===== config.mk =====
export PLATFORM = sky130hd
export DESIGN_NAME = sysref_period_monitor_flat
export DESIGN_NICKNAME = d
export VERILOG_FILES = /design/src/rtl/sysref_period_monitor_if.sv /design/src/rtl/sysref_period_monitor.sv /design/src/flat_wrapper.sv
export SDC_FILE = /design/constraint.sdc
export NUM_CORES = 1
export LEC_CHECK = 0
export CAP_MARGIN = 20
export CORE_AREA = 2 2 92 94
export DETAILED_ROUTE_END_ITERATION = 16
export DIE_AREA = 0 0 94 96
export GPL_TIMING_DRIVEN = 0
export PLACE_DENSITY = 0.9
export SKIP_CTS_REPAIR_TIMING = 1
export SYNTH_ARGS = -nofsm -noshare
export SYNTH_HDL_FRONTEND = slang
export SYNTH_SLANG_ARGS = --single-unit

===== constraint.sdc =====
create_clock -name pl_clk -period 12.54 [get_ports pl_clk]
set_input_delay 3.762 -clock pl_clk [delete_from_list [all_inputs] [get_ports pl_clk]]
set_output_delay 3.762 -clock pl_clk [all_outputs]
set_load 0.005 [all_outputs]

===== src/rtl/sysref_period_monitor_if.sv =====
// Bus between the SYSREF capture stage, the period monitor, and its consumers.
// The master side drives the SYSREF level and the controls.
// The slave side (the monitor) returns the strobes and the lock/period status.
interface sysref_period_monitor_if #(
    parameter int CNT_W = 16,
    parameter int ERR_W = 8
);
    logic             sysref_adc;
    logic             enable;
    logic             clear_status;
    logic             sysref_pulse;
    logic             sysref_aligned;
    logic             locked;
    logic [CNT_W-1:0] ref_period;
    logic [CNT_W-1:0] last_period;
    logic             lock_lost;
    logic [ERR_W-1:0] err_count;
    logic [2:0]       state_dbg;

    modport master (
        output sysref_adc, enable, clear_status,
        input  sysref_pulse, sysref_aligned, locked, ref_period, last_period,
               lock_lost, err_count, state_dbg
    );

    modport slave (
        input  sysref_adc, enable, clear_status,
        output sysref_pulse, sysref_aligned, locked, ref_period, last_period,
               lock_lost, err_count, state_dbg
    );
endinterface


===== src/rtl/sysref_period_monitor.sv =====
// SYSREF period monitor. It detects rising edges of the captured SYSREF level
// and measures the spacing between them in pl_clk cycles. After enough
// consecutive in-tolerance periods it declares lock, and from then on it
// emits an aligned strobe for each good edge. It records mismatches and
// missing edges in sticky and saturating status registers.
module sysref_period_monitor #(
    parameter int CNT_W      = 16,
    parameter int MAX_PERIOD = 4096,
    parameter int LOCK_COUNT = 4,
    parameter int TOL        = 1,
    parameter int ERR_W      = 8
) (
    input logic                     pl_clk,
    input logic                     rst,
    sysref_period_monitor_if.slave  bus
);

    typedef enum logic [2:0] {
        IDLE    = 3'd0,
        ACQUIRE = 3'd1,
        MEASURE = 3'd2,
        VERIFY  = 3'd3,
        LOCKED  = 3'd4
    } state_t;

    localparam int               MC_W    = $clog2(LOCK_COUNT + 1);
    localparam logic [CNT_W-1:0] CNT_MAX = '1;
    localparam logic [CNT_W-1:0] TO_CNT  = CNT_W'(MAX_PERIOD);
    localparam logic [ERR_W-1:0] ERR_MAX = '1;

    state_t           state, state_next;
    logic             s_d;
    logic             rise;
    logic             en;
    logic [CNT_W-1:0] cnt;
    logic             timeout;
    logic [CNT_W:0]   diff;
    logic [CNT_W:0]   abs_diff;
    logic             match;
    logic [MC_W-1:0]  match_cnt;
    logic             verify_done;

    logic             load_ref;
    logic             inc_match;
    logic             upd_last;
    logic             aligned_evt;
    logic             err_evt;

    logic             pulse_q;
    logic             aligned_q;
    logic             locked_q;
    logic [CNT_W-1:0] ref_q;
    logic [CNT_W-1:0] last_q;
    logic             lost_q;
    logic [ERR_W-1:0] err_q;

    assign en          = bus.enable;
    assign rise        = bus.sysref_adc & ~s_d;
    assign timeout     = (cnt == TO_CNT) && !rise;
    // The extra bit keeps a short period from wrapping around and looking like a match.
    assign diff        = {1'b0, cnt} - {1'b0, ref_q};
    assign abs_diff    = diff[CNT_W] ? -diff : diff;
    assign match       = abs_diff <= (CNT_W+1)'(TOL);
    assign verify_done = (int'(match_cnt) + 1) >= (LOCK_COUNT - 1);

    // Edge history and period counter; the counter restarts at 1 on every rise.
    always_ff @(posedge pl_clk or posedge rst) begin
        if (rst) begin
            s_d <= 1'b0;
            cnt <= '0;
        end else begin
            s_d <= bus.sysref_adc;
            if (rise)
                cnt <= CNT_W'(1);
            else if (cnt != CNT_MAX)
                cnt <= cnt + CNT_W'(1);
        end
    end

    // State register.
    always_ff @(posedge pl_clk or posedge rst) begin
        if (rst)
            state <= IDLE;
        else
            state <= state_next;
    end

    // Next-state logic: a disable always wins, and any failure falls back to ACQUIRE.
    always_comb begin
        state_next = state;
        if (!en) begin
            state_next = IDLE;
        end else begin
            case (state)
                IDLE:    state_next = ACQUIRE;
                ACQUIRE: if (rise) state_next = MEASURE;
                MEASURE: begin
                    if (rise)
                        state_next = (LOCK_COUNT > 1) ? VERIFY : LOCKED;
                    else if (timeout)
                        state_next = ACQUIRE;
                end
                VERIFY: begin
                    if (rise && match && verify_done)
                        state_next = LOCKED;
                    else if (timeout)
                        state_next = ACQUIRE;
                end
                LOCKED: begin
                    if ((rise && !match) || timeout)
                        state_next = ACQUIRE;
                end
                default: state_next = IDLE;
            endcase
        end
    end

    // Decode per-cycle datapath actions from the current state and edge events.
    always_comb begin
        load_ref    = 1'b0;
        inc_match   = 1'b0;
        upd_last    = 1'b0;
        aligned_evt = 1'b0;
        err_evt     = 1'b0;
        if (en) begin
            case (state)
                MEASURE: begin
                    load_ref = rise;
                    upd_last = rise;
                end
                VERIFY: begin
                    load_ref  = rise && !match;
                    inc_match = rise && match;
                    upd_last  = rise;
                end
                LOCKED: begin
                    upd_last    = rise;
                    aligned_evt = rise && match;
                    err_evt     = (rise && !match) || timeout;
                end
                default: ;
            endcase
        end
    end

    // Registered strobes, match tracking and period capture.
    always_ff @(posedge pl_clk or posedge rst) begin
        if (rst) begin
            pulse_q   <= 1'b0;
            aligned_q <= 1'b0;
            locked_q  <= 1'b0;
            match_cnt <= '0;
            ref_q     <= '0;
            last_q    <= '0;
        end else begin
            pulse_q   <= en && rise;
            aligned_q <= aligned_evt;
            locked_q  <= (state_next == LOCKED);
            if (!en || load_ref)
                match_cnt <= '0;
            else if (inc_match)
                match_cnt <= match_cnt + MC_W'(1);
            if (load_ref)
                ref_q <= cnt;
            if (upd_last)
                last_q <= cnt;
        end
    end

    // Sticky loss flag and saturating error count; a new error beats a clear in the same cycle.
    always_ff @(posedge pl_clk or posedge rst) begin
        if (rst) begin
            lost_q <= 1'b0;
            err_q  <= '0;
        end else if (err_evt) begin
            lost_q <= 1'b1;
            if (bus.clear_status)
                err_q <= ERR_W'(1);
            else if (err_q != ERR_MAX)
                err_q <= err_q + ERR_W'(1);
        end else if (bus.clear_status) begin
            lost_q <= 1'b0;
            err_q  <= '0;
        end
    end

    assign bus.sysref_pulse   = pulse_q;
    assign bus.sysref_aligned = aligned_q;
    assign bus.locked         = locked_q;
    assign bus.ref_period     = ref_q;
    assign bus.last_period    = last_q;
    assign bus.lock_lost      = lost_q;
    assign bus.err_count      = err_q;
    assign bus.state_dbg      = state;

endmodule


===== src/flat_wrapper.sv =====
// flat-port wrapper written by rule: the top's interface ports become plain ports
module sysref_period_monitor_flat 
#(
    parameter int CNT_W      = 16,
    parameter int MAX_PERIOD = 4096,
    parameter int LOCK_COUNT = 4,
    parameter int TOL        = 1,
    parameter int ERR_W      = 8
)
  (pl_clk, rst, bus_sysref_adc, bus_enable, bus_clear_status, bus_sysref_pulse, bus_sysref_aligned, bus_locked, bus_ref_period, bus_last_period, bus_lock_lost, bus_err_count, bus_state_dbg);
  sysref_period_monitor_if #(.CNT_W(CNT_W), .ERR_W(ERR_W)) bus_i ();
  input logic pl_clk;
  input logic rst;
  input wire logic [$bits(bus_i.sysref_adc)-1:0] bus_sysref_adc;
  input wire logic [$bits(bus_i.enable)-1:0] bus_enable;
  input wire logic [$bits(bus_i.clear_status)-1:0] bus_clear_status;
  output wire logic [$bits(bus_i.sysref_pulse)-1:0] bus_sysref_pulse;
  output wire logic [$bits(bus_i.sysref_aligned)-1:0] bus_sysref_aligned;
  output wire logic [$bits(bus_i.locked)-1:0] bus_locked;
  output wire logic [$bits(bus_i.ref_period)-1:0] bus_ref_period;
  output wire logic [$bits(bus_i.last_period)-1:0] bus_last_period;
  output wire logic [$bits(bus_i.lock_lost)-1:0] bus_lock_lost;
  output wire logic [$bits(bus_i.err_count)-1:0] bus_err_count;
  output wire logic [$bits(bus_i.state_dbg)-1:0] bus_state_dbg;
  assign bus_i.sysref_adc = bus_sysref_adc;
  assign bus_i.enable = bus_enable;
  assign bus_i.clear_status = bus_clear_status;
  assign bus_sysref_pulse = bus_i.sysref_pulse;
  assign bus_sysref_aligned = bus_i.sysref_aligned;
  assign bus_locked = bus_i.locked;
  assign bus_ref_period = bus_i.ref_period;
  assign bus_last_period = bus_i.last_period;
  assign bus_lock_lost = bus_i.lock_lost;
  assign bus_err_count = bus_i.err_count;
  assign bus_state_dbg = bus_i.state_dbg;
  sysref_period_monitor #(.CNT_W(CNT_W), .MAX_PERIOD(MAX_PERIOD), .LOCK_COUNT(LOCK_COUNT), .TOL(TOL), .ERR_W(ERR_W)) u_core (.pl_clk(pl_clk), .rst(rst), .bus(bus_i));
endmodule

# After elaboration in Yosys (flattened, before gate mapping)

Cells that the tools add are included.

Logic and storage cells: 74
Register bits: 67
Input bits: 5
Output and inout port bits: 47

Multiplexer cells: 28
Reductions and logical operators: 17
Bitwise logic cells: 2
Equality and inequality tests: 8
$add $sub $neg: 6
Order comparisons: 2

Operators by type and width:

| operator                                              | count |
|---|---|
| >= comparator 32 x 3 -> 1 bit (second input constant) | 1 |
| two-way mux 16 bit                                    | 2 |
| two-way mux 8 bit                                     | 4 |
| two-way mux 3 bit                                     | 8 |
| <= comparator 17 x 1 -> 1 bit (second input constant) | 1 |
| two-way mux 17 bit                                    | 1 |
| negator 17 bit                                        | 1 |
| subtractor 16 x 16 -> 17 bit                          | 1 |
| adder 16 x 1 -> 16 bit (second input constant)        | 1 |
| == test 16 x 13 -> 1 bit (second input constant)      | 1 |
| inequality test 16 bit (second input constant)        | 1 |
| case mux 3 bit (5 select lines)                       | 1 |
| two-way mux 1 bit                                     | 11 |
| adder 8 x 1 -> 8 bit (second input constant)          | 1 |
| inequality test 8 bit (second input constant)         | 1 |
| nonzero test 2 bit                                    | 4 |
| == test 3 x 2 -> 1 bit (second input constant)        | 2 |
| == test 3 bit (second input constant)                 | 2 |
| logical AND 1 bit                                     | 5 |
| adder 3 x 1 -> 4 bit (second input constant)          | 1 |
| adder 3 x 1 -> 3 bit (second input constant)          | 1 |
| == test 3 x 1 -> 1 bit (second input constant)        | 1 |
| zero test 1 bit                                       | 3 |
| zero test 3 bit                                       | 1 |
| 6 further kinds                                       | 7 |

# Depth between registers and ports, before layout

Word-level depth: 11
Mapped depth: 17
Gate-level depth less buffers: 14

# Worst setup path after synthesis

OpenSTA, ideal clock, no wires.

Path kind: input-to-reg
Start point: in bus_sysref_adc
End point: reg u_core.last_q[0] (netlist: u_core.bus.last_period[0])
Library setup time: 0.125 ns
Stages: 6
Path buffers: 2
Required time: 12.415 ns
Arrival: 5.457 ns
Path slack: 6.958 ns
Cell sequence: nor2b_1 > clkbuf_1 > and2_1 > a21boi_1 > clkbuf_1 > mux2_2

Longest elaborated chain between the ends: 3

RTL lines:

| element              | line                         | RTL |
|---|---|---|
| from (decl)          | flat_wrapper.sv:14           | `input wire logic [$bits(bus_i.sysref_adc)-1:0] bus_sysref_adc;` |
| AND 1 bit            | sysref_period_monitor.sv:58  | `assign rise = bus.sysref_adc & ~s_d;` |
| two-way mux 1 bit    | sysref_period_monitor.sv:126 | `case (state)` |
| two-way mux 1 bit    | sysref_period_monitor.sv:125 | `if (en) begin` |
| to (signal assigned) | sysref_period_monitor.sv:166 | `last_q <= cnt;` |
| to (decl)            | sysref_period_monitor.sv:53  | `logic [CNT_W-1:0] last_q;` |

No other way between the ends.
A chain may end at the register's enable or synchronous reset.

# Worst setup path in the final report

Start point: in bus_sysref_adc
End point: reg u_core.last_q[13] (netlist: u_core.bus.last_period[13])

The elaborated chain is that of the path after synthesis.

==> run summary <==
The count of flip-flops with a built-in enable after synthesis is 0. The layout overhead on the synthesized area came out at 18.4%. The number of nets in the synthesized netlist is 519. The count of final setup violators came out at 0. The mean cell area of the mapped netlist is around 9.6 µm².

The residual overflow from global routing is 0. Of the cells placed in the final design, the portion with a size suffix greater than 1 is 13.8%. The biggest area contributor in the post-synthesis netlist is sky130_fd_sc_hd__dfrtp_1. Setup repair after global routing left no endpoint under its margin. By area the synthesized netlist is led by sky130_fd_sc_hd__dfrtp_1 36%, sky130_fd_sc_hd__mux2_2 6.5%, sky130_fd_sc_hd__ha_1 5.6%. The highest achievable clock rate came out at 156 MHz. The total number of yosys warnings came out at 0. Global routing used about 27% of the available tracks across all layers. The sequential element share of the synthesized area came out at 35.6%.

The total wirelength of the detailed-routed design is 11.7 mm. The number of hold-slack violations in the final timing report came out at 0. The clock sink total came out at 67. The proportion of power drawn by flip-flops and latches came out at 27.7%. Per report_power, the combinational group accounts for 49.6% of the total. After filler insertion, the fill cell instance count of the layout stands at ~570.

The vertical die dimension came out at 96 µm. After detailed routing, the average wire length per cell comes to 17.7 µm. At the pin with the least slew margin, the transition time is between 800 and 900 ps. The worst setup slack before clock tree synthesis is 5790 ps. The max-slew violation count is 0. Counting instances, the worst hold path has a depth of 1. In this run the critical register-to-register path is captured at u_core.bus.err_count[3]$_DFFE_PP0P_. The number of antenna violations at the first check in global routing is 0. The area inside the core boundary is 8050 µm². The die footprint came out at 9020 µm².

CTS built an H-tree with a depth of 3. The global routing met2 resource utilization came out at 45.1%. The number of nets with antenna violations after routing came out at 0. The first global-routing pass estimated 19.6 mm of wire. The number of standard cells after synthesis is 492. The critical path startpoint category is a primary input. The setup slack on the worst flop-to-flop path came out at slightly below 8000 ps. The clock skew is 10.8 ps.

The total area of sequential cells is 1680 µm². The area of all placed cells without fillers came out at 5570 µm². The time the final worst path needs with I/O delays and setup is 6400 ps. The congestion estimate from routability-driven global placement came to 0.904.

The design internal power is 0.528 mW. Max-cap violations in this run came to 0. The share of synthesized flip-flops with an asynchronous set or reset came out at 100%. The switching power came out at 0.366 mW. Headroom to the max-slew limit came out at 43.8%. The HPWL after detailed placement is 8.51 mm. The via count of the first global-routing pass came out at roughly 4000. For this run, design rule violations remaining after detail routing come to 0. The worst hold path terminates at u_core.bus.last_period[3]$_DFFE_PP0P_.

The met3 usage is 4.62%. The data arrival time of the critical path came out at 6630 ps. 0 antenna diodes ended up in the layout. Entering global routing, the biggest net connects 37 pins.

The count of pins on the block boundary came out at 52. TritonCTS built the clock tree. In this run switching power makes up 40.9% of total power. The post-route fraction of the period consumed by the critical path came out at 51.0%.

The path class of the tightest hold or removal check is register to register. The clock latency reported for the late side of the worst-skew pair came out at 350 ps. The count of buffers added on input and output ports is a little under 50. The violation count after the first detailed-routing iteration is approximately 310.

Synthesis instantiated 75 different standard cells from the library. The number of clock buffers inserted by TritonCTS is 9. The power density normalized to cell area is 160 nW/µm².

Data on the critical path is required at its endpoint by 12770 ps. After synthesis, the largest area contributor takes up between 30% and 40% of total cell area. The path type of the worst setup path is primary input to register. The cell area after technology mapping came out at 4700 µm².

The worst-case setup margin in the final layout came out at 6140 ps. VDD sags by at most around 0.12 mV. The main flop type after synthesis is sky130_fd_sc_hd__dfrtp_1. The reg-to-reg startpoint is u_core.cnt[0]$_DFFE_PP0P_. The total vias in the final route came out at 4108.

The net total in the final layout is 580. The highest fanout seen on the critical path is 10. Cells fill 69.2% of the core in the end.

After floorplanning, the core was divided into 33 placement rows. The multi-input combinational cell area came out at 2830 µm². The number of cells on the worst reg-to-reg path is 14. The clock slew at the register clock pins of the worst setup and hold paths is about 80 ps. Global routing consumed, on the met1 layer, 37.2% of the routing resources. met2 is the most crowded layer. The initial core utilization came out at roughly three fifths. The post-placement cell area came out at 5350 µm².

The total negative setup slack is 0 ps. The capturing element type of the critical path is a register. For this design the static power due to leakage is 2.43 nW. Counting flops and latches in the post-synthesis netlist gives 67.

The number of buffers between clock root and the deepest sink is 2. The flow ran to the end, and the final reports show no timing, DRC or antenna violations. The first TritonRoute pass finished after 6 iterations.

The width of the die came out at 94 µm. The root cell of the clock tree is sky130_fd_sc_hd__clkbuf_8. The number of vias per cell is slightly above 6. The clock network burns 22.7% of the power. The start point of the worst min-delay path is u_core.bus.last_period[3]$_DFFE_PP0P_.
## final cells by class
cell class              instances  area share (%)
multi-input cells             383            50.8
flip-flops and latches         67            30.1
repair buffers                 50            9.16
well taps                     105            2.36
clock buffers                   9            2.22
plain buffers                  19            2.02
clock inverters                 7            1.82
inverters                      23            1.55
## worst max-delay path, stage by stage
cell and delay, ps:
sky130_fd_sc_hd__clkdlybuf4s50_1 500, sky130_fd_sc_hd__nor2b_1 150, sky130_fd_sc_hd__clkbuf_1 360, sky130_fd_sc_hd__and2_1 220, sky130_fd_sc_hd__a21boi_1 690, sky130_fd_sc_hd__clkbuf_1 530
sky130_fd_sc_hd__mux2_2 410
## registers in the layout (all words and copies together), names as in the netlist
register,cells
u_core.bus.sysref_pulse,1
u_core.bus.locked,1
u_core.bus.err_count,8
u_core.bus.state_dbg,3
u_core.match_cnt,3
u_core.bus.lock_lost,1
u_core.bus.sysref_aligned,1
u_core.bus.last_period,16
u_core.bus.ref_period,16
u_core.cnt,16
u_core.s_d,1
## layout by cell type (no fill, tap or decap), drive strengths merged, types with 4 or more instances in the layout
master,synthesis,final
dfrtp,67,67
clkdlybuf4s50,0,49
nor2,39,39
mux2,36,36
a21oi,32,32
nand2,32,32
inv,23,24
clkbuf,13,22
ha,21,21
o21ai,19,19
nor3,14,14
and3,14,14
o211ai,14,14
nand3,13,13
xor2,11,11
or3,10,10
a21o,10,10
xnor2,9,9
and2,9,9
nand2b,8,8
nor2b,7,7
o21a,7,7
nand4,7,7
buf,6,7
a211oi,6,6
o211a,5,5
nor4,4,4
or2,4,4
## logic make-up after synthesis
kind of cell / after synthesis / synth area share [%]
simple gates: 176 / 19.8
compound gates: 126 / 20.6
flops: 67 / 35.6
buf+inv: 42 / 4.23
mux: 39 / 9.98
fa+ha+maj: 22 / 6.01
xor+xnor: 20 / 3.72
## synth_stat cells (all sizes together) (5+ instances only)
cell type,n
ha,21
nand2b,8
o21ai,19
a21oi,32
nand4,7
a21o,10
or3,10
clkbuf,13
nor2,39
and3,14
nand2,32
a211oi,6
nor3,14
o21a,7
o211a,5
xnor2,9
dfrtp,67
xor2,11
buf,6
o211ai,14
inv,23
nand3,13
mux2,36
and2,9
nor2b,7
## routing by layer
| metal | up-vias | routed length (µm) |
|---|---|---|
| li1 | 1939 | - |
| met1 | 1976 | 5100 |
| met2 | 167 | 5730 |
| met3 | 26 | 639 |
| met4 | 0 | 270 |
| met5 | - | 0 |
## stage by stage
step	power, mW	hold WS [ps]	instances
floorplan	0.580	484	492
global placement	0.667	484	646
detailed placement	0.684	495	647
CTS	0.889	514	663
global route	0.949	522	663
finish	0.894	508	663
## how the worst max path moves through the flow
stage / from / to / slack [ps]
floorplan: bus_sysref_adc / u_core.bus.last_period[0]$_DFFE_PP0P_ / 6960
global placement: bus_sysref_adc / u_core.bus.last_period[1]$_DFFE_PP0P_ / 5880
detailed placement: bus_sysref_adc / u_core.bus.last_period[10]$_DFFE_PP0P_ / 5790
CTS: bus_sysref_adc / u_core.bus.last_period[10]$_DFFE_PP0P_ / 6140
global route: bus_sysref_adc / u_core.bus.last_period[10]$_DFFE_PP0P_ / 5970
finish: bus_sysref_adc / u_core.bus.last_period[13]$_DFFE_PP0P_ / 6140
## power by group through the flow
stage	Clock, mW	Combinational (mW)	Sequential (mW)
floorplan	0	0.333	0.247
global placement	0	0.417	0.250
detailed placement	0	0.433	0.251
CTS	0.204	0.437	0.247
global route	0.213	0.486	0.249
finish	0.203	0.443	0.247
No activity file was read; power rests on OpenSTA's default activity.
